--- src/rtl/branch_pkg.sv ---
// Shared types and helpers for the branch resolve unit: buffer entry layout,
// PC step and the 2-bit saturating PHT counter update.
package branch_pkg;

    localparam int PC_W  = 32;
    localparam int IDX_W = 8;

    localparam logic [PC_W-1:0] PC_STEP = 32'd4;

    typedef struct packed {
        logic [PC_W-1:0]  pc;
        logic [PC_W-1:0]  predPC;
        logic [IDX_W-1:0] ghrIndex;
        logic [1:0]       phtState;
        logic             predTaken;
        logic             isJAL;
        logic             valid;
        logic             done;
    } bru_entry_t;

    function automatic logic [1:0] sat_update(input logic [1:0] state, input logic taken);
        if (taken) begin
            return (state == 2'b11) ? 2'b11 : state + 2'b01;
        end
        return (state == 2'b00) ? 2'b00 : state - 2'b01;
    endfunction

endpackage

--- src/rtl/bru_queue.sv ---
// Circular, in-order buffer of in-flight control instructions with a tag read
// port, done marking, in-order retirement and flush of entries younger than a tag.
module bru_queue
    import branch_pkg::*;
#(
    parameter int DEPTH = 8
) (
    input  logic                     clk_i,
    input  logic                     rst_ni,
    input  logic                     push_i,
    input  bru_entry_t               push_entry_i,
    input  logic [$clog2(DEPTH)-1:0] rd_tag_i,
    output bru_entry_t               rd_entry_o,
    input  logic                     done_i,
    input  logic                     flush_i,
    output logic                     ready_o,
    output logic [$clog2(DEPTH)-1:0] tail_o
);

    localparam int PTR = $clog2(DEPTH);

    bru_entry_t           payload_q [DEPTH];
    logic [DEPTH-1:0]     valid_q, valid_d;
    logic [DEPTH-1:0]     done_q, done_d;
    logic [PTR-1:0]       head_q, head_d;
    logic [PTR-1:0]       tail_q, tail_d;
    logic [PTR:0]         count_q, count_d;

    logic                 push_ok;
    logic                 pop;
    logic [PTR-1:0]       res_off;
    logic [PTR-1:0]       off;
    logic [PTR-1:0]       diff;

    assign ready_o = (count_q != (PTR+1)'(DEPTH));
    assign tail_o  = tail_q;
    assign push_ok = push_i && ready_o && !flush_i;
    assign pop     = (count_q != '0) && valid_q[head_q] && done_q[head_q];

    always_comb begin
        rd_entry_o       = payload_q[rd_tag_i];
        rd_entry_o.valid = valid_q[rd_tag_i];
        rd_entry_o.done  = done_q[rd_tag_i];
    end

    always_comb begin
        valid_d = valid_q;
        done_d  = done_q;
        head_d  = head_q;
        tail_d  = tail_q;
        count_d = count_q;
        res_off = rd_tag_i - head_q;
        off     = '0;
        diff    = '0;

        if (pop) begin
            valid_d[head_q] = 1'b0;
            done_d[head_q]  = 1'b0;
            head_d          = head_q + 1'b1;
        end

        if (done_i) begin
            done_d[rd_tag_i] = 1'b1;
        end

        if (flush_i) begin
            // Age is the distance from head; anything older-than-or-equal survives.
            for (int i = 0; i < DEPTH; i++) begin
                off = PTR'(i) - head_q;
                if (off > res_off) begin
                    valid_d[i] = 1'b0;
                    done_d[i]  = 1'b0;
                end
            end
            tail_d  = rd_tag_i + 1'b1;
            diff    = tail_d - head_d;
            // The resolved entry survives, so a zero distance means a full ring.
            count_d = (diff == '0) ? (PTR+1)'(DEPTH) : {1'b0, diff};
        end else begin
            if (push_ok) begin
                valid_d[tail_q] = 1'b1;
                done_d[tail_q]  = 1'b0;
                tail_d          = tail_q + 1'b1;
            end
            count_d = count_q + (PTR+1)'(push_ok) - (PTR+1)'(pop);
        end
    end

    always_ff @(posedge clk_i or negedge rst_ni) begin
        if (!rst_ni) begin
            valid_q <= '0;
            done_q  <= '0;
            head_q  <= '0;
            tail_q  <= '0;
            count_q <= '0;
        end else begin
            valid_q <= valid_d;
            done_q  <= done_d;
            head_q  <= head_d;
            tail_q  <= tail_d;
            count_q <= count_d;
        end
    end

    always_ff @(posedge clk_i) begin
        if (push_ok) begin
            payload_q[tail_q] <= push_entry_i;
        end
    end

endmodule

--- src/rtl/branch_resolve_unit.sv ---
// Records fetch-time prediction metadata per control instruction, checks
// out-of-order resolutions against it and drives registered fetch corrections.
module branch_resolve_unit
    import branch_pkg::*;
#(
    parameter int WIDTH = 31,
    parameter int INDEX = 7,
    parameter int DEPTH = 8
) (
    input  logic                     clk,
    input  logic                     resetN,
    input  logic                     enqValid,
    input  logic [WIDTH:0]           enqPC,
    input  logic [WIDTH:0]           enqPredPC,
    input  logic [INDEX:0]           enqGHRIndex,
    input  logic [1:0]               enqPHTState,
    input  logic                     enqRedirect,
    input  logic                     enqJAL,
    output logic                     enqReady,
    output logic [$clog2(DEPTH)-1:0] enqTag,
    input  logic                     resValid,
    input  logic [$clog2(DEPTH)-1:0] resTag,
    input  logic                     resTaken,
    input  logic [WIDTH:0]           resTarget,
    output logic                     freeze,
    output logic                     mispredict,
    output logic                     misdirect,
    output logic [WIDTH:0]           validAddress,
    output logic [WIDTH:0]           target,
    output logic [WIDTH:0]           oldPC,
    output logic                     isJAL,
    output logic                     isControl,
    output logic                     takenBranch,
    output logic                     branch,
    output logic                     writeBTB,
    output logic [INDEX:0]           updateIndex,
    output logic [1:0]               newState
);

    bru_entry_t push_entry;
    bru_entry_t rd_entry;
    logic       accept;
    logic       dir_wrong;
    logic       tgt_wrong;
    logic       flush;

    logic             mispredict_q, mispredict_d;
    logic             misdirect_q, misdirect_d;
    logic [WIDTH:0]   validAddress_q, validAddress_d;
    logic [WIDTH:0]   target_q, target_d;
    logic [WIDTH:0]   oldPC_q, oldPC_d;
    logic             isJAL_q, isJAL_d;
    logic             isControl_q, isControl_d;
    logic             takenBranch_q, takenBranch_d;
    logic             branch_q, branch_d;
    logic             writeBTB_q, writeBTB_d;
    logic [INDEX:0]   updateIndex_q, updateIndex_d;
    logic [1:0]       newState_q, newState_d;

    always_comb begin
        push_entry           = '0;
        push_entry.pc        = enqPC;
        push_entry.predPC    = enqPredPC;
        push_entry.ghrIndex  = enqGHRIndex;
        push_entry.phtState  = enqPHTState;
        push_entry.predTaken = enqRedirect;
        push_entry.isJAL     = enqJAL;
        push_entry.valid     = 1'b1;
    end

    // Stale or repeated resolutions (flushed, retired or already done) are dropped here.
    assign accept    = resValid && rd_entry.valid && !rd_entry.done;
    assign dir_wrong = resTaken != rd_entry.predTaken;
    assign tgt_wrong = resTaken && rd_entry.predTaken && (resTarget != rd_entry.predPC);
    assign flush     = accept && (dir_wrong || tgt_wrong);

    bru_queue #(
        .DEPTH(DEPTH)
    ) u_queue (
        .clk_i       (clk),
        .rst_ni      (resetN),
        .push_i      (enqValid),
        .push_entry_i(push_entry),
        .rd_tag_i    (resTag),
        .rd_entry_o  (rd_entry),
        .done_i      (accept),
        .flush_i     (flush),
        .ready_o     (enqReady),
        .tail_o      (enqTag)
    );

    assign freeze = ~enqReady;

    always_comb begin
        mispredict_d   = 1'b0;
        misdirect_d    = 1'b0;
        validAddress_d = '0;
        target_d       = '0;
        oldPC_d        = '0;
        isJAL_d        = 1'b0;
        isControl_d    = 1'b0;
        takenBranch_d  = 1'b0;
        branch_d       = 1'b0;
        writeBTB_d     = 1'b0;
        updateIndex_d  = '0;
        newState_d     = '0;
        if (accept) begin
            mispredict_d   = dir_wrong;
            misdirect_d    = tgt_wrong;
            validAddress_d = resTaken ? resTarget : (rd_entry.pc + PC_STEP);
            target_d       = resTarget;
            oldPC_d        = rd_entry.pc;
            isJAL_d        = rd_entry.isJAL;
            isControl_d    = 1'b1;
            takenBranch_d  = resTaken;
            branch_d       = ~rd_entry.isJAL;
            writeBTB_d     = resTaken;
            updateIndex_d  = rd_entry.ghrIndex;
            newState_d     = sat_update(rd_entry.phtState, resTaken);
        end
    end

    always_ff @(posedge clk or negedge resetN) begin
        if (!resetN) begin
            mispredict_q   <= 1'b0;
            misdirect_q    <= 1'b0;
            validAddress_q <= '0;
            target_q       <= '0;
            oldPC_q        <= '0;
            isJAL_q        <= 1'b0;
            isControl_q    <= 1'b0;
            takenBranch_q  <= 1'b0;
            branch_q       <= 1'b0;
            writeBTB_q     <= 1'b0;
            updateIndex_q  <= '0;
            newState_q     <= '0;
        end else begin
            mispredict_q   <= mispredict_d;
            misdirect_q    <= misdirect_d;
            validAddress_q <= validAddress_d;
            target_q       <= target_d;
            oldPC_q        <= oldPC_d;
            isJAL_q        <= isJAL_d;
            isControl_q    <= isControl_d;
            takenBranch_q  <= takenBranch_d;
            branch_q       <= branch_d;
            writeBTB_q     <= writeBTB_d;
            updateIndex_q  <= updateIndex_d;
            newState_q     <= newState_d;
        end
    end

    assign mispredict   = mispredict_q;
    assign misdirect    = misdirect_q;
    assign validAddress = validAddress_q;
    assign target       = target_q;
    assign oldPC        = oldPC_q;
    assign isJAL        = isJAL_q;
    assign isControl    = isControl_q;
    assign takenBranch  = takenBranch_q;
    assign branch       = branch_q;
    assign writeBTB     = writeBTB_q;
    assign updateIndex  = updateIndex_q;
    assign newState     = newState_q;

endmodule

--- config.mk ---
export PLATFORM = sky130hd
export DESIGN_NAME = branch_resolve_unit
export DESIGN_NICKNAME = d
export VERILOG_FILES = /design/src/rtl/branch_pkg.sv /design/src/rtl/bru_queue.sv /design/src/rtl/branch_resolve_unit.sv
export SDC_FILE = /design/constraint.sdc
export NUM_CORES = 1
export LEC_CHECK = 0
export CORE_MARGIN = 2
export CORE_UTILIZATION = 55
export DETAILED_ROUTE_END_ITERATION = 12
export GPL_TIMING_DRIVEN = 0
export HOLD_SLACK_MARGIN = 0.12
export PLACE_DENSITY = 0.87
export SETUP_SLACK_MARGIN = 0.4
export SLEW_MARGIN = 20
export SYNTH_ARGS = -nofsm -noshare
export SYNTH_HDL_FRONTEND = slang
export SYNTH_HIERARCHICAL = 1
export SYNTH_SLANG_ARGS = --single-unit
--- constraint.sdc ---
create_clock -name clk -period 16.25 [get_ports clk]
set_clock_uncertainty 0.1 [all_clocks]
set_input_delay 1.625 -clock clk [delete_from_list [all_inputs] [get_ports clk]]
set_output_delay 1.625 -clock clk [all_outputs]
set_load 0.05 [all_outputs]
Word level (Yosys, flattened, before mapping). Memory sizes are Yosys's and may differ from the RTL's. Cells that the tools add are included. W data, S select, Z words.

Register bits after elaboration: 138. Memory bits (writable): 608. Input port bits: 116. Output and inout bits: 118. Word-level logic and storage cells: 143. Memories: 1.

Add/sub/neg operators: 18. Magnitude comparators: 14. Equality and inequality tests: 4. Mux-type cells: 62. Bitwise operators: 9. Reductions and logical operators: 19.

Memories: u_queue.payload_q (depth 8, bits a word 76, read ports 1, clocked after Yosys merged registers in 0, write ports 1, line bru_queue.sv:22) `bru_entry_t payload_q [DEPTH];`.

Operators with widths (number): $mux W32 (4); $mux W8 (8); $mux W1 (33); $add A32 B3 Y32 const B (1); $ne A32 B32 Y1 (1); $and A8 B8 Y8 (3); $gt A3 B3 Y1 (8); $not A8 Y8 (2); $or A8 B8 Y8 (2); $bmux W1 S3 (4); $logic_and A1 B1 Y1 (12); $lt A3 B4 Y1 const B (3); $sub A3 B3 Y3 const A (4); $mux W2 (5); $add A3 B1 Y3 const B (3); $demux W1 S3 (3); $ge A3 B1 Y1 const B (3); $mux W3 (3); $mux W4 (2); $sub A1 B3 Y3 const A (2); $sub A2 B3 Y3 const A (2); $sub A3 B3 Y3 (2); $add A4 B1 Y4 (1); $ne A4 B4 Y1 const B (1); other kinds (12) (14).

Logic depth before layout (Yosys ltp). Gate-level depths: netlist of the first run.

Word-level depth: 12. Gate-level depth with buffers: 23. Depth with buffers taken out: 18.

Modules after synthesis. Netlist of the first run, hierarchy kept.

Modules (own cells, without submodules): bru_queue (instances 1, cells an instance 1145, area each 25076.6 sq um, sequential area each 18908.1 sq um); branch_resolve_unit (instances 1, cells an instance 414, area each 4738.3 sq um, sequential area each 2802.7 sq um).

Least setup slack after synthesis of the first run. Ideal clock, no wire load.

Path type: input to register. Start point: in resTag[0]. End point: reg u_queue.valid_q[1]. Setup time: 0.106 ns. Data arrival time: 10.411 ns. Required time: 16.044 ns. Setup slack: 5.634 ns. Stages: 16. Path buffers: 4. Cell sequence: buf_2 clkbuf_1 buf_2 mux4_2 mux2_2 xnor2_1 nand4_1 nor4_1 a21oi_1 or2_2 clkbuf_1 clkinv_1 nand4_1 nor3_1 o22ai_1 a41oi_1.

RTL lines: from (decl) (line branch_resolve_unit.sv:22) `input logic [$clog2(DEPTH)-1:0] resTag,`; to (signal assigned) (line bru_queue.sv:97) `valid_q <= valid_d;`; to (decl) (line bru_queue.sv:23) `logic [DEPTH-1:0] valid_q, valid_d;`.

==> summary.md, run 1 <==
| Metric | Value |
|---|---|
| Result of the run | `finished clean` |
| Worst-case clock buffer depth | `3` |
| Syn avg cell area | `about 19 sq um` |
| Die span in x | `between 200 and 250 um` |
| Met3 usage | `under 10%` |
| Max-Cap Viols | `0` |
| Vias per inst | `6.31` |
| Clk sinks | `approximately 750` |
| Clk_lat worst skew | `between 0.6 and 0.7 ns` |
| Maximum number of pins on one net before global-route repair | `77` |
| Nets | `about 2100` |
| First DRT Iteration DRCs | `~2500` |
| Clock slew at reported path FFs | `about 0.06 ns` |
| Layout cells sized above 1 | `21.4%` |
| Synth Warn # | `6` |
| Number of hold-slack violations in the final timing report | `0` |
| Share of the cycle needed by the critical path after routing | `about half` |
| Utilization after layout | `between 60% and 70%` |
| Overall via count from detail_route | `16827` |
| Maximum frequency from static timing analysis | `123 MHz` |
| Part of the total power dissipated in the clock network | `29.5%` |
| Worst-path maximum fanout | `11` |
| Final ANT Viol Nets | `0` |
| Initial antenna violation count | `16` |
| Number of buffers created by CTS | `between 70 and 80` |
| Number of cell rows | `85` |
| Number of post-CTS setup repair buffers | `0` |
| Comb power frac | `around a quarter` |
| Clock tree root buffer cell | `sky130_fd_sc_hd__clkbuf_16` |
| Cell count after synthesis | `1557` |
| Area of the die | `approximately 56000 sq um` |
| Number of levels in the clock H-tree | `3` |
| Sequential power share | `45.2%` |
| Cell area power density | `154 nW/um^2` |
| Final period demand of the worst path | `8.13 ns` |
| First-pass GRT wire length | `around 110000 um` |
| Leakage | `12.4 nW` |
| Total length of routed wires | `79300 um` |
| Overflow left after global routing | `0` |
| Critical path endpoint category | `register` |
| Global-route usage over all layers | `between 20% and 30%` |
| Switching part of the total | `between 30% and 40%` |
| Worst endpoint required time | `between 15 and 20 ns` |
| Final count of negative-setup-slack endpoints | `0` |
| Avg WL per Cell | `around 30 um` |
| Post_cts resized | `0` |
| DP Area | `approximately 34000 sq um` |
| First-pass iteration count of the detailed router | `5` |
| Initial core utilization | `55.5%` |
| Internal power component | `between 0.003 and 0.004 W` |
| Worst path arrival time | `8.34 ns` |
| Crit start category | `primary input` |
| Net switching power of the design | `0.00171 W` |
| Synthesized net count | `around 1700` |
| Pin slew with the least headroom to its limit | `around 1.1 ns` |
| Number of fill cells in the layout | `between 3000 and 4000` |
| WS Path Type | `primary input to register` |
| Final worst slack | `around 8.1 ns` |
| Cell area after layout | `35900 sq um` |
| DRC viols | `0` |
| Type of the worst min-delay path | `register to register` |
| Std-Cell Core Area | `around 54000 sq um` |
| Layout-stage area growth over the synthesis result | `20.3%` |
| Slew Limit Fails | `0` |
| Summed instance area of the synthesized netlist | `around 30000 sq um` |
| Total of hold buffers inserted after clock tree synthesis | `0` |
| Routing usage on met2 | `between 40% and 50%` |
| GR peak layer | `met2` |
| DIE HEIGHT | `approximately 240 um` |
| RSZ-0062 raised after global routing | `false` |
| Number of top-level design ports | `~230` |
| IO Port Bufs | `about 230` |
| Slew margin rel. | `slightly below 30%` |
| IR Drop Worst-Case VDD | `between 0.1 and 0.15 mV` |
| Worst setup slack before clock tree synthesis | `7.71 ns` |
| Aggregate negative setup slack | `0 ns` |
| Clock tree from TritonCTS | `built` |
| Vias in the first global route | `17142` |
| GR Layer Usage met1 | `a little under two fifths` |
| DP Wirelength | `52500 um` |
| GPL Wtd Cong | `~0.93` |
## worst paths after layout
kind | start | endpoint | slack [ns] | cells after the start
max reg2reg | u_queue/payload_q[7][19] | u_queue/payload_q[2][64] | 11.21 | 15
max in group asynchronous | resetN | validAddress[5] | 14.41 | 2
min in group asynchronous | resetN | oldPC[12] | 0.88 | 1
max | resTag[0] | u_queue/payload_q[2][64] | 8.12 | 19
min | u_queue/valid_q[2] | u_queue/valid_q[2] | 0.48 | 2
min reg2reg | u_queue/valid_q[2] | u_queue/valid_q[2] | 0.48 | 2
## cell type report
class / instances / area, sq um / area share, %
multi-input cells: 707 / 7690 / 21.4
flip-flops and latches: 746 / 21700 / 60.6
clock inverters: 26 / 164 / 0.457
well taps: 696 / 871 / 2.43
diodes: 11 / 27.5 / 0.0768
inverters: 34 / 153 / 0.426
repair buffers: 267 / 2800 / 7.81
clock buffers: 110 / 2140 / 5.96
plain buffers: 70 / 304 / 0.848
## critical path, stage by stage
cell and delay (ns):
sky130_fd_sc_hd__clkdlybuf4s50_1 0.60, sky130_fd_sc_hd__buf_2 0.44, sky130_fd_sc_hd__clkbuf_1 0.81, sky130_fd_sc_hd__buf_2 0.51
sky130_fd_sc_hd__mux4_2 0.57, sky130_fd_sc_hd__mux2_2 0.30, sky130_fd_sc_hd__xnor2_1 0.35, sky130_fd_sc_hd__nand4_1 0.14
sky130_fd_sc_hd__nor4_1 0.35, sky130_fd_sc_hd__a21oi_1 0.26, sky130_fd_sc_hd__or2_2 0.40, sky130_fd_sc_hd__clkbuf_1 0.24
sky130_fd_sc_hd__clkinv_1 0.23, sky130_fd_sc_hd__nand3_1 0.15, sky130_fd_sc_hd__nor3_2 0.41, sky130_fd_sc_hd__buf_4 0.30
sky130_fd_sc_hd__buf_4 0.23, sky130_fd_sc_hd__buf_6 0.17, sky130_fd_sc_hd__buf_4 0.20
## flip-flops by register name (all words and copies together), names as in the netlist
name,flops
updateIndex,8
mispredict,1
validAddress,32
oldPC,32
branch,1
misdirect,1
u_queue/head_q,3
u_queue/tail_o,3
u_queue/done_q,8
newState,2
target,32
isJAL,1
u_queue/valid_q,8
u_queue/count_q,4
u_queue/payload_q,608
writeBTB,1
isControl,1
## metrics by stage
stage / power (W) / cells / hold WS [ns]
finish: 0.00551 / 2667 / 0.477
floorplan: 0.00335 / 1557 / 0.424
CTS: 0.00550 / 2656 / 0.462
global placement: 0.00383 / 2485 / 0.444
detailed placement: 0.00388 / 2520 / 0.453
global route: 0.00568 / 2660 / 0.504
## layout by cell type (no fill, tap or decap), types with 48 or more instances in the layout
cell type and n:
sky130_fd_sc_hd__dfrtp_1 138, sky130_fd_sc_hd__clkbuf_16 75, sky130_fd_sc_hd__mux4_2 157, sky130_fd_sc_hd__nand2_1 48, sky130_fd_sc_hd__and2_1 71, sky130_fd_sc_hd__edfxtp_1 608
sky130_fd_sc_hd__mux2_2 77, sky130_fd_sc_hd__xnor2_1 50, sky130_fd_sc_hd__clkdlybuf4s50_1 231, sky130_fd_sc_hd__clkbuf_1 66
## power groups by stage
| stage | clock network [W] | logic [W] | registers [W] |
|---|---|---|---|
| after floorplan | 0 | 0.000636 | 0.00272 |
| after global placement | 0 | 0.00127 | 0.00255 |
| after detailed placement | 0 | 0.00136 | 0.00252 |
| after CTS | 0.00164 | 0.00137 | 0.00249 |
| after global routing | 0.00171 | 0.00146 | 0.00251 |
| final | 0.00162 | 0.00139 | 0.00249 |
## routing by layer
metal / part of all wire, % / wire length [um] / up-vias
met3: 13 / 9980 / 168
met2: 48 / 38200 / 1143
met5: 0.062 / 49 / -
met1: 36 / 28600 / 8671
li1: - / - / 6837
met4: 3.1 / 2440 / 8
No activity file was read; power rests on OpenSTA's default activity.
==> run 2, diff against run 1 <==
clock period = 7.48 ns   (was 16.25 ns; I/O delays follow)
==> summary.md, run 2 (synthesized netlist as in run 1, its figures left out) <==
| Metric | Value |
|---|---|
| Overall via count from detail_route | `approximately 17000` |
| Critical path endpoint category | `register` |
| Comb power frac | `around a quarter` |
| Total power | `0.0119 W` |
| Pin slew with the least headroom to its limit | `between 1 and 1.5 ns` |
| Most flops, register | `u_queue/payload_q` |
| Family of cells with the greatest summed delay on the critical path | `buffers and inverters` |
| Most frequent cell on the critical path | `sky130_fd_sc_hd__buf_8` |
| Crit path buffers/inverters | `9` |
| Reg-to-reg endpoint | `u_queue/payload_q[2][12]` |
| Final ANT Viol Nets | `0` |
| Initial antenna violation count | `21` |
| Slew margin rel. | `a little under 30%` |
| Clk sinks | `around 750` |
| Crit Reg-Reg Startpoint | `u_queue/payload_q[3][36]` |
| Die span in x | `around 240 um` |
| Vias per inst | `roughly 6.4` |
| Number of hold-slack violations in the final timing report | `0` |
| Number of buffers created by CTS | `74` |
| Result of the run | `finished clean` |
| Cell area after layout | `35900 sq um` |
| WS Path Type | `primary input to register` |
| Worst-path maximum fanout | `12` |
| Clock slew at reported path FFs | `around 0.060 ns` |
| Leakage | `about 12 nW` |
| Sequential power share | `between 40% and 50%` |
| Switching part of the total | `between 30% and 40%` |
| First DRT Iteration DRCs | `between 2000 and 2500` |
| Overflow left after global routing | `0` |
| DP Area | `around 34000 sq um` |
| Clock tree root buffer cell | `sky130_fd_sc_hd__clkbuf_16` |
| Vias in the first global route | `17194` |
| Worst endpoint required time | `approximately 7.7 ns` |
| RSZ-0062 raised after global routing | `false` |
| Maximum frequency from static timing analysis | `roughly 150 MHz` |
| Number of fill cells in the layout | `around 3300` |
| DIE HEIGHT | `237 um` |
| Area of the die | `between 50000 and 60000 sq um` |
| Layout-stage area growth over the synthesis result | `20.3%` |
| Nets | `roughly 2000` |
| Crit start category | `primary input` |
| Endpoint, Worst Hold | `u_queue/valid_q[5]` |
| Global-route usage over all layers | `28.6%` |
| Final worst slack | `0.662 ns` |
| Depth of the most critical reg-to-reg path | `14` |
| Max FFs per register | `between 600 and 700` |
| Number of levels in the clock H-tree | `3` |
| Part of the total power dissipated in the clock network | `29.4%` |
| DP Wirelength | `52300 um` |
| Share of the cycle needed by the critical path after routing | `approximately nine tenths` |
| Cell area power density | `~330 nW/um^2` |
| Worst hold slack after final layout | `approximately 0.50 ns` |
| Total length of routed wires | `79000 um` |
| Final count of negative-setup-slack endpoints | `0` |
| Layout cells sized above 1 | `about a fifth` |
| Net switching power of the design | `0.00367 W` |
| Initial core utilization | `approximately 55%` |
| Internal power component | `0.00827 W` |
| Number of post-CTS setup repair buffers | `0` |
| Slowest-stage cell, CP | `sky130_fd_sc_hd__nor3_4` |
| Clock tree from TritonCTS | `built` |
| Aggregate negative setup slack | `0 ns` |
| Avg WL per Cell | `between 20 and 30 um` |
| Worst path arrival time | `roughly 7 ns` |
| Final period demand of the worst path | `6.82 ns` |
| Type of the worst min-delay path | `register to register` |
| Top library cells by usage in the layout, fill and taps aside | `sky130_fd_sc_hd__edfxtp_1, sky130_fd_sc_hd__clkdlybuf4s50_1, sky130_fd_sc_hd__mux4_2, sky130_fd_sc_hd__dfrtp_1, sky130_fd_sc_hd__clkbuf_16` |
| Most common library cell in the layout ignoring fill and taps | `sky130_fd_sc_hd__edfxtp_1` |
| First-pass GRT wire length | `around 110000 um` |
| Worst min-delay path startpoint | `u_queue/valid_q[5]` |
| Worst setup slack before clock tree synthesis | `-0.0997 ns` |
| DRC viols | `0` |
| List of cells traversed by the critical path | `clkdlybuf4s50_1, buf_2, clkbuf_2, buf_2, mux4_2, mux2_2, xnor2_1, nand4_1, nor4_1, a21oi_1, or2_2, clkbuf_1, clkinv_1, nand3_1, nor3_4, buf_8, buf_8, buf_8` |
| Number of cell rows | `85` |
| R2R Setup Slk | `approximately 2.6 ns` |
| First-pass iteration count of the detailed router | `6` |
| Max-Cap Viols | `0` |
| Number of instances on the worst hold path | `2` |
| Clk_lat worst skew | `0.61 ns` |
| Max incr delay on CP | `0.70 ns` |
| Std-Cell Core Area | `53700 sq um` |
| IO Port Bufs | `232` |
| Number of top-level design ports | `about 230` |
| IR Drop Worst-Case VDD | `roughly 0.22 mV` |
| Maximum number of pins on one net before global-route repair | `75` |
| Worst-case clock buffer depth | `3` |
| GPL Wtd Cong | `0.872` |
| Slew Limit Fails | `0` |
run 2: metal layers:
metal | part of all wire [%] | wire length [um] | track usage (%)
met5 | 0.12 | 98 | 0
met4 | 4.0 | 3120 | 12.2
met3 | 12 | 9350 | 8.49
met2 | 48 | 37800 | 44.4
met1 | 36 | 28600 | 38.2
run 2: power groups by stage:
| stage | logic (W) | registers, W | clock network, W |
|---|---|---|---|
| 2_1_floorplan | 0.00139 | 0.00588 | 0 |
| 3_3_place_gp | 0.00275 | 0.00550 | 0 |
| 3_5_place_dp | 0.00295 | 0.00548 | 0 |
| 4_1_cts | 0.00298 | 0.00541 | 0.00355 |
| 5_1_grt | 0.00318 | 0.00546 | 0.00371 |
| 6_report | 0.00301 | 0.00542 | 0.00351 |
run 2: how the worst max path moves through the flow:
stage,from,end,slack [ns],depth (start not counted)
6_report,resTag[0],u_queue/payload_q[2][12],0.66,18
5_1_grt,resTag[0],u_queue/payload_q[2][12],0.50,18
4_1_cts,resTag[0],u_queue/payload_q[2][11],0.47,18
3_5_place_dp,resTag[0],u_queue/payload_q[2][9],-0.1,18
3_3_place_gp,resTag[0],u_queue/payload_q[3][6],-2.99,15
2_1_floorplan,resTag[0],u_queue/payload_q[3][10],1.15,14
run 2: layout make-up:
| class | count | area [sq um] | area share, % |
|---|---|---|---|
| sequential | 746 | 21700 | 60.5 |
| multi-input combinational | 707 | 7700 | 21.5 |
| timing repair buffer | 258 | 2810 | 7.85 |
| clock buffer | 104 | 2110 | 5.88 |
| tap | 696 | 871 | 2.43 |
| buffer | 70 | 304 | 0.848 |
| clock inverter | 27 | 169 | 0.471 |
| inverter | 34 | 153 | 0.426 |
| antenna | 13 | 32.5 | 0.0907 |
run 2: worst register-to-register path: stages, from the launching register on:
cell and delay (ns):
sky130_fd_sc_hd__edfxtp_1 0.39, sky130_fd_sc_hd__mux4_2 0.47, sky130_fd_sc_hd__mux2_2 0.31, sky130_fd_sc_hd__xnor2_1 0.21
sky130_fd_sc_hd__nand4_1 0.21, sky130_fd_sc_hd__nor4_1 0.35, sky130_fd_sc_hd__a21oi_1 0.14, sky130_fd_sc_hd__or2_2 0.36
sky130_fd_sc_hd__clkbuf_1 0.28, sky130_fd_sc_hd__clkinv_1 0.26, sky130_fd_sc_hd__nand3_1 0.18, sky130_fd_sc_hd__nor3_4 0.70
sky130_fd_sc_hd__buf_8 0.27, sky130_fd_sc_hd__buf_8 0.19, sky130_fd_sc_hd__buf_8 0.18
run 2: through the flow:
| step | utilization (%) | instances |
|---|---|---|
| 5_1_grt | 66.7 | 2649 |
| 4_1_cts | 66.7 | 2642 |
| 6_report | 66.8 | 2655 |
| 3_3_place_gp | 61.5 | 2485 |
| 3_5_place_dp | 62.5 | 2510 |
| 2_1_floorplan | - | 1557 |
run 2: what timing repair did:
item,in CTS,in global routing
hold buffers,1,0
hold endpoints to repair,73,0
resized for setup,0,3
setup endpoints to repair,0,130
==> run 3, diff against run 2 <==
CORE_ASPECT_RATIO = 1.75   (was default)
CORE_MARGIN = 4   (was 2)
HOLD_SLACK_MARGIN = default   (was 0.12)
==> summary.md, run 3 (synthesized netlist as in run 1, its figures left out) <==
| Metric | Value |
|---|---|
| First DRT Iteration DRCs | `between 2000 and 2500` |
| Layout-stage area growth over the synthesis result | `19.4%` |
| Top library cells by usage in the layout, fill and taps aside | `sky130_fd_sc_hd__edfxtp_1, sky130_fd_sc_hd__clkdlybuf4s50_1, sky130_fd_sc_hd__mux4_2, sky130_fd_sc_hd__dfrtp_1, sky130_fd_sc_hd__mux2_2` |
| Type of the worst min-delay path | `primary input to asynchronous set/reset pin` |
| Vias per inst | `between 6 and 7` |
| Pin slew with the least headroom to its limit | `about 1.0 ns` |
| R2R Setup Slk | `roughly 2.2 ns` |
| Nets | `between 2000 and 2500` |
| Slew Limit Fails | `0` |
| Comb power frac | `26.0%` |
| List of cells traversed by the critical path | `clkdlybuf4s50_1, buf_2, clkbuf_2, clkbuf_4, mux4_2, mux2_2, xnor2_1, nand4_1, nor4_2, a21oi_1, or2_2, clkbuf_1, clkinv_1, nand3_1, nor3_4, buf_8, buf_8, buf_16, buf_8` |
| Global-route usage over all layers | `~28%` |
| Clock tree root buffer cell | `sky130_fd_sc_hd__clkbuf_16` |
| Share of the cycle needed by the critical path after routing | `slightly above 90%` |
| Total length of routed wires | `roughly 80000 um` |
| Clock slew at reported path FFs | `~0.070 ns` |
| Vias in the first global route | `between 15000 and 20000` |
| Most frequent cell on the critical path | `sky130_fd_sc_hd__buf_8` |
| Worst-case clock buffer depth | `3` |
| Violated checks | `negative hold slack` |
| Sequential power share | `a little under half` |
| Slew margin rel. | `31.4%` |
| Number of buffers created by CTS | `59` |
| DRC viols | `0` |
| Maximum number of pins on one net before global-route repair | `between 70 and 80` |
| Layout cells sized above 1 | `between 20% and 30%` |
| Crit path buffers/inverters | `10` |
| Number of hold-slack violations in the final timing report | `17` |
| DIE HEIGHT | `~320 um` |
| GPL Wtd Cong | `0.898` |
| Final ANT Viol Nets | `0` |
| Worst setup slack before clock tree synthesis | `-0.588 ns` |
| Worst endpoint required time | `roughly 7.7 ns` |
| Clock tree from TritonCTS | `built` |
| Clk_lat worst skew | `0.62 ns` |
| Depth of the most critical reg-to-reg path | `15` |
| Crit Reg-Reg Startpoint | `u_queue/payload_q[7][15]` |
| Max-Cap Viols | `0` |
| Origin of the worst setup path | `resTag[0]` |
| Total power | `0.0116 W` |
| Crit start category | `primary input` |
| Max FFs per register | `approximately 610` |
| Reg-to-reg endpoint | `u_queue/payload_q[2][40]` |
| Number of levels in the clock H-tree | `2` |
| Total of hold buffers inserted after clock tree synthesis | `0` |
| Overflow left after global routing | `0` |
| DP Wirelength | `around 55000 um` |
| Clk sinks | `approximately 750` |
| Final worst slack | `slightly below 0.6 ns` |
| Internal power component | `around 0.008 W` |
| RSZ-0062 raised after global routing | `false` |
| Part of the total power dissipated in the clock network | `between 20% and 30%` |
| Slowest-stage cell, CP | `sky130_fd_sc_hd__clkdlybuf4s50_1` |
| Most common library cell in the layout ignoring fill and taps | `sky130_fd_sc_hd__edfxtp_1` |
| Avg WL per Cell | `just over 30 um` |
| Critical path endpoint category | `register` |
| Cell area power density | `325 nW/um^2` |
| Area of the die | `slightly below 60000 sq um` |
| Max incr delay on CP | `~0.60 ns` |
| Std-Cell Core Area | `approximately 54000 sq um` |
| Maximum frequency from static timing analysis | `145 MHz` |
| Initial core utilization | `a little under three fifths` |
| Result of the run | `finished with violations` |
| Worst hold slack after final layout | `-0.0234 ns` |
| IR Drop Worst-Case VDD | `approximately 0.24 mV` |
| Initial antenna violation count | `23` |
| Number of top-level design ports | `~230` |
| Leakage | `12.2 nW` |
| Post_cts resized | `3` |
| Number of post-CTS setup repair buffers | `0` |
| Switching part of the total | `between 30% and 40%` |
| Final count of negative-setup-slack endpoints | `0` |
| Number of fill cells in the layout | `between 3000 and 4000` |
| Worst path arrival time | `between 7 and 8 ns` |
| WS Path Type | `primary input to register` |
| Worst-path maximum fanout | `13` |
| Overall via count from detail_route | `around 17000` |
| First-pass GRT wire length | `116000 um` |
| Final period demand of the worst path | `a little under 7 ns` |
| IO Port Bufs | `232` |
| Die span in x | `about 180 um` |
| Most flops, register | `u_queue/payload_q` |
| First-pass iteration count of the detailed router | `7` |
| Number of cell rows | `between 100 and 150` |
| Net switching power of the design | `roughly 0.0036 W` |
| Family of cells with the greatest summed delay on the critical path | `buffers and inverters` |
## run 3: per-layer routing
metal	vias to the layer above	global-route usage, %	wire length (um)
li1	6773	-	-
met1	8479	35.0	27300
met4	12	11.4	3540
met5	-	0	85
met3	206	6.69	8140
met2	1168	46.2	41300
## run 3: area by class of cell
type / count / area, sq um / area share, %
Sequential cell: 746 / 21700 / 61.0
Multi-Input combinational cell: 707 / 7710 / 21.7
Timing Repair Buffer: 257 / 2850 / 8.02
Clock buffer: 77 / 1620 / 4.56
Tap cell: 684 / 856 / 2.41
Clock inverter: 34 / 328 / 0.921
Buffer: 70 / 314 / 0.883
Inverter: 34 / 153 / 0.429
Antenna cell: 15 / 37.5 / 0.105
## run 3: worst max-delay path by stage
stage	endpoint	slack (ns)	cells past startpoint
2_1_floorplan	u_queue/payload_q[3][10]	1.15	14
3_3_place_gp	u_queue/payload_q[3][20]	-3.45	15
3_5_place_dp	u_queue/payload_q[2][20]	-0.59	19
4_1_cts	u_queue/payload_q[2][40]	0.56	19
5_1_grt	u_queue/payload_q[2][25]	0.46	18
6_report	u_queue/payload_q[2][40]	0.59	19
## run 3: power groups by stage
| stage | Sequential, W | Clock [W] | Combinational (W) |
|---|---|---|---|
| after floorplan | 0.00588 | 0 | 0.00139 |
| after global placement | 0.00552 | 0 | 0.00276 |
| after detailed placement | 0.00549 | 0 | 0.00297 |
| after CTS | 0.00542 | 0.00317 | 0.00299 |
| after global routing | 0.00546 | 0.00334 | 0.00318 |
| final | 0.00542 | 0.00314 | 0.00301 |
## run 3: through the flow
stage	instance area [sq um]	util [%]	std cells	setup TNS (ns)
3_3_place_gp	33000	61.7	2473	-1753.45
2_1_floorplan	29800	-	1557	0
4_1_cts	35500	66.4	2609	0
5_1_grt	35600	66.4	2619	0
6_report	35600	66.5	2624	0
3_5_place_dp	33600	62.7	2498	-125.91
## run 3: worst register-to-register path: cells and delay by family, from the launching register on
family | cells | cell delay [ns]
and+or+nand+nor | 5 | 1.73
buffers and inverters | 6 | 1.31
muxes | 2 | 0.82
DFF | 1 | 0.42
AOI/OAI and AO/OA | 1 | 0.28
xor gates and xnor gates | 1 | 0.26
